File: config.mk
export PLATFORM = sky130hd
export DESIGN_NAME = serial_accum
export DESIGN_NICKNAME = d
export VERILOG_FILES = /design/src/rtl/serial_accum_pkg.sv /design/src/rtl/serial_carry_cell.sv /design/src/rtl/serial_accum.sv
export SDC_FILE = /design/constraint.sdc
export NUM_CORES = 1
export LEC_CHECK = 0
export ABC_AREA = 1
export CORE_ASPECT_RATIO = 0.5
export CORE_MARGIN = 2
export CORE_UTILIZATION = 25
export DETAILED_ROUTE_END_ITERATION = 10
export PLACE_DENSITY = 0.44
export SYNTH_ARGS = -nofsm -noshare
export SYNTH_HDL_FRONTEND = slang
export SYNTH_HIERARCHICAL = 1
export SYNTH_SLANG_ARGS = --single-unit
File: constraint.sdc
create_clock -name clk -period 4.3 [get_ports clk]
set_clock_uncertainty 0.05 [all_clocks]
set_input_delay 0.43 -clock clk [delete_from_list [all_inputs] [get_ports clk]]
set_output_delay 0.43 -clock clk [all_outputs]
set_load 0.03 [all_outputs]
File: src/rtl/serial_accum_pkg.sv
// Shared types and helpers for the bit-serial accumulator.
package serial_accum_pkg;

  typedef enum logic [1:0] {
    StIdle,
    StAdd,
    StDone
  } state_t;

  function automatic int unsigned cnt_w(input int unsigned width);
    return $clog2(width + 1);
  endfunction

endpackage

File: src/rtl/serial_carry_cell.sv
// One-bit full-adder sum with a JK-form carry flip-flop; loadable carry-in for subtraction.
module serial_carry_cell (
  input  logic clk,
  input  logic rst,
  input  logic clr,
  input  logic load,
  input  logic init,
  input  logic en,
  input  logic a,
  input  logic b,
  output logic s,
  output logic c_next,
  output logic c
);

  logic j, k;

  always_comb begin
    j      = a & b;
    k      = ~(a | b);
    s      = a ^ b ^ c;
    c_next = (j & ~c) | (~k & c);
  end

  always_ff @(posedge clk or posedge rst) begin
    if (rst) begin
      c <= 1'b0;
    end else if (clr) begin
      c <= 1'b0;
    end else if (load) begin
      c <= init;
    end else if (en) begin
      c <= c_next;
    end
  end

endmodule

File: src/rtl/serial_accum.sv
// Bit-serial add/subtract accumulator, LSB first, valid/ready input and one-cycle done pulse.
module serial_accum
  import serial_accum_pkg::*;
#(
  parameter int unsigned WIDTH = 8
) (
  input  logic             clk,
  input  logic             rst,
  input  logic             clr,
  input  logic             in_valid,
  output logic             in_ready,
  input  logic [WIDTH-1:0] in_data,
  input  logic             in_sub,
  output logic [WIDTH-1:0] acc,
  output logic             done,
  output logic             ovf
);

  if (WIDTH < 2) begin : gen_width_check
    $error("serial_accum: WIDTH must be at least 2");
  end

  localparam int unsigned CntW = cnt_w(WIDTH);

  state_t           state_q, state_d;
  logic [WIDTH-1:0] w_q, b_q, acc_q, w_shift;
  logic [CntW-1:0]  cnt_q;
  logic             mode_q, ovf_q;
  logic             accept, add_en, last;
  logic             s, c_next, c;

  always_comb begin
    accept  = in_valid & (state_q == StIdle) & ~clr;
    add_en  = (state_q == StAdd);
    last    = add_en && (cnt_q == CntW'(WIDTH - 1));
    w_shift = {s, w_q[WIDTH-1:1]};
    state_d = state_q;
    unique case (state_q)
      StIdle:  if (accept) state_d = StAdd;
      StAdd:   if (last) state_d = StDone;
      StDone:  state_d = StIdle;
      default: state_d = StIdle;
    endcase
  end

  always_ff @(posedge clk or posedge rst) begin
    if (rst) begin
      state_q <= StIdle;
    end else if (clr) begin
      state_q <= StIdle;
    end else begin
      state_q <= state_d;
    end
  end

  // Operand is inverted and carry-in preloaded with 1 so subtraction is acc + ~x + 1.
  always_ff @(posedge clk or posedge rst) begin
    if (rst) begin
      w_q    <= '0;
      b_q    <= '0;
      cnt_q  <= '0;
      mode_q <= 1'b0;
      acc_q  <= '0;
      ovf_q  <= 1'b0;
    end else if (clr) begin
      cnt_q  <= '0;
      acc_q  <= '0;
      ovf_q  <= 1'b0;
    end else if (accept) begin
      w_q    <= acc_q;
      b_q    <= in_sub ? ~in_data : in_data;
      cnt_q  <= '0;
      mode_q <= in_sub;
    end else if (add_en) begin
      w_q   <= w_shift;
      b_q   <= b_q >> 1;
      cnt_q <= cnt_q + CntW'(1);
      if (last) begin
        acc_q <= w_shift;
        ovf_q <= mode_q ? ~c_next : c_next;
      end
    end
  end

  serial_carry_cell u_carry (
    .clk    (clk),
    .rst    (rst),
    .clr    (clr),
    .load   (accept),
    .init   (in_sub),
    .en     (add_en),
    .a      (w_q[0]),
    .b      (b_q[0]),
    .s      (s),
    .c_next (c_next),
    .c      (c)
  );

  // The carry flop still holds the final carry-out while done is high.
  assert property (@(posedge clk) disable iff (rst)
    (state_q == StDone) |-> (ovf_q == (c ^ mode_q)));

  assign in_ready = (state_q == StIdle);
  assign done     = (state_q == StDone);
  assign acc      = acc_q;
  assign ovf      = ovf_q;

endmodule
==> results.yml <==
logic_synthesis:
  synth-main-ff-cell: "dfrtp_1"
  synth_top_cell_area_share: 0.4857
  synthCells: 203
  synth-edff-count: 0
  synth_area_leaders: "dfrtp_1, nand2_1, nand3_1, xor2_1, o21ai_2"
  synth_common_cells: "nand2_1, dfrtp_1, nand3_1"
  synthesis.area_sq_um: 1700
  synth_top_area_cell: "dfrtp_1"
  yosysUniqueCellTypes: 27
  syn_avg_cell_area_sq_um: 8.376
  ys_async_sr_fraction: 1.000
  syn_nets: 219
  synth_seq_area_share: 0.4857
  yosysMostFrequentCell: "nand2_1"
  ys_warn_count: 6
  ys_ff_latch: 33
floorplan:
  die_h_um: 62.32
  fp.dieW_um: 120.6
  initial_utilization: 0.2568
  num_rows: 21
  design.core.area_sq_um: 6621
  die_area_sq_um: 7517
  io_pins: 24
power_and_ir_drop:
  p_comb_frac: 0.135
  switching_share: 0.2581
  pwr-share-clk: 0.438
  pwr-share-seq: 0.427
  p_leak_uw: 0.001058
  peakVddDrop_mv: 0.1381
  intPower_uw: 631.4
  pwr_density_cell_nw_per_um2: 392.0
  switching_power_uw: 219.6
clock_network:
  cts_hold_buffers: 0
  cts_sinks: 33
  cts_buffer_depth: 2
  cts_buffers: 5
  clk_pin_slew_ns: 0.06
  clk_latency_ns: 0.28
  post_cts_buffers: 0
  h-tree-depth: 2
  post_cts_resized: 0
  clockRootBuffer: "clkbuf_16"
  cts_tree: "done"
critical_path:
  crit_chain: "nor2_4 -> clkdlybuf4s50_1"
  path_class: "flip-flop to output port"
  worstSetupEndpointType: "output port"
  worst-path-max-fanout: 3
  cp_data_required_time_ns: 3.82
  r2r_cells: 6
  worstSetupStartpointType: "flip-flop"
  critPathSlowestCell: "clkdlybuf4s50_1"
  arrival_ns: 1.50
  r2r-start: "state_q[0]"
  rrSetupSlack_ns: 2.64
  rr_endpoint: "b_q[2]"
  critPathMaxStageDelay_ns: 0.67
global_route:
  grt_pass1_wl_um: 6244
  grt_use_total: 0.1064
  grt_pass1_vias: 1296
  grt.met2_usage: 0.1497
  overflow: 0
  met3_usage: 0.02757
  use_met1: 0.1538
  grt_max_degree: 33
  antenna_found_initial: 0
  grt.busiest_layer: "met1"
timing:
  hold_slack_ns: 0.2614
  tightest_slew_ns: 0.5162
  min_period_over_period: 0.4612
  fin_tns_setup_ns: 0
  rsz0062_at_grt: "false"
  fin_ws_ns: 2.317
  fmax_ghz: 0.5042
  period_minus_slack_ns: 1.983
  relSlewSlack: 0.6548
  drv_slew: 0
  finalSetupViolCount: 0
  hold_violations: 0
run_status:
  outcome: "complete, no violations"
placed_design:
  dpl.cell_count: 314
  place_congestion: 0.7642
  post-place-ws_ns: 2.141
  io_buffers: 23
  dp_hpwl_um: 2529
detailed_routing:
  postRouteWirelength_um: 3592
  vias_per_cell: 4.165
  drt_first_pass_iters: 4
  wl_per_cell_um: 11.16
  drt_iter0_drc: 84
  drtAntennaViolNets: 0
  num_vias: 1341
  remaining_drc_errors: 0
cells_and_area:
  seqCellArea_sq_um: 825.8
  final_cells: 322
  multi_input_area_sq_um: 770.7
  syn_to_final_growth_pct: 27.67
  fill_cells: 724
  final_net_count: 245
  drive_gt1_frac: 0.1348
  n_antenna_cell: 0
min_path:
  min_path_type: "input port to async pin"
run:
  maxCapViolCount: 0
-- cell usage in the layout, fill, tap and decap left out, types with 2 or more instances in the layout --
cell type        instances
ha_1                     3
inv_1                   13
a21oi_1                  3
nor2_4                   4
nand2_2                  5
o21ai_0                  3
inv_2                    3
xor2_1                   8
dfrtp_1                 33
clkdlybuf4s50_1         23
clkbuf_8                 2
nand3_1                 18
nand2_1                 85
clkbuf_16                5
o21ai_2                  6
nor2_1                   3
-- worst max path at each step --
stage / startpoint / to / slack [ns] / cells after the start
2_1_floorplan: state_q[0] / u_carry/c / 2.79 / 7
3_3_place_gp: clr / b_q[4] / 2.15 / 5
3_5_place_dp: clr / b_q[0] / 2.14 / 5
4_1_cts: state_q[0] / in_ready / 2.30 / 2
5_1_grt: state_q[1] / done / 2.23 / 3
6_report: state_q[0] / in_ready / 2.32 / 2
-- cell families (layout without fill, tap and decap cells) --
| kind of cell | count (synthesis) | in the layout | synth area share |
|---|---|---|---|
| xor+xnor | 9 | 9 | 0.04636 |
| buf+inv | 22 | 49 | 0.06107 |
| compound gates | 17 | 17 | 0.06990 |
| fa+ha+maj | 3 | 3 | 0.02208 |
| simple gates | 119 | 119 | 0.3149 |
| flops | 33 | 33 | 0.4857 |
-- sequential cells by signal (all words and copies together), names as in the netlist --
name,flops
state_q,2
ovf,1
w_q,8
cnt_q,4
b_q,8
mode_q,1
u_carry/c,1
acc,8
-- power by group through the flow --
| stage | Clock (uW) | Combinational [uW] | Sequential [uW] |
|---|---|---|---|
| final | 373 | 115 | 363 |
| after global routing | 399 | 134 | 367 |
| after CTS | 384 | 118 | 363 |
| after detailed placement | 0 | 117 | 368 |
| after global placement | 0 | 116 | 369 |
| after floorplan | 0 | 87.8 | 363 |
-- per-stage QoR --
step / area (sq um) / utilization / total power [uW]
after floorplan: 1700 / - / 451.2
after global placement: 2013 / 0.3040 / 484.6
after detailed placement: 2013 / 0.3040 / 485.2
after CTS: 2171 / 0.3279 / 865.1
after global routing: 2171 / 0.3279 / 899.7
final: 2171 / 0.3279 / 851.0
-- final cells by class --
| cell class | instances | area share |
|---|---|---|
| clock buffer | 7 | 0.07032 |
| multi-input combinational | 148 | 0.3550 |
| tap | 92 | 0.05303 |
| timing repair buffer | 24 | 0.1095 |
| clock inverter | 1 | 0.002305 |
| inverter | 17 | 0.02939 |
| sequential | 33 | 0.3804 |
-- per-layer routing --
layer	vias up	wire [um]
met5	-	0
li1	687	-
met3	7	114
met1	623	1888
met2	24	1526
met4	0	63
-- worst max-delay path, delay by kind of cell, from the launching register on --
family        cells  cell delay, ns
buf+inv           1            0.67
flops             1            0.42
simple gates      1            0.13
No activity file was read; power rests on OpenSTA's default activity.
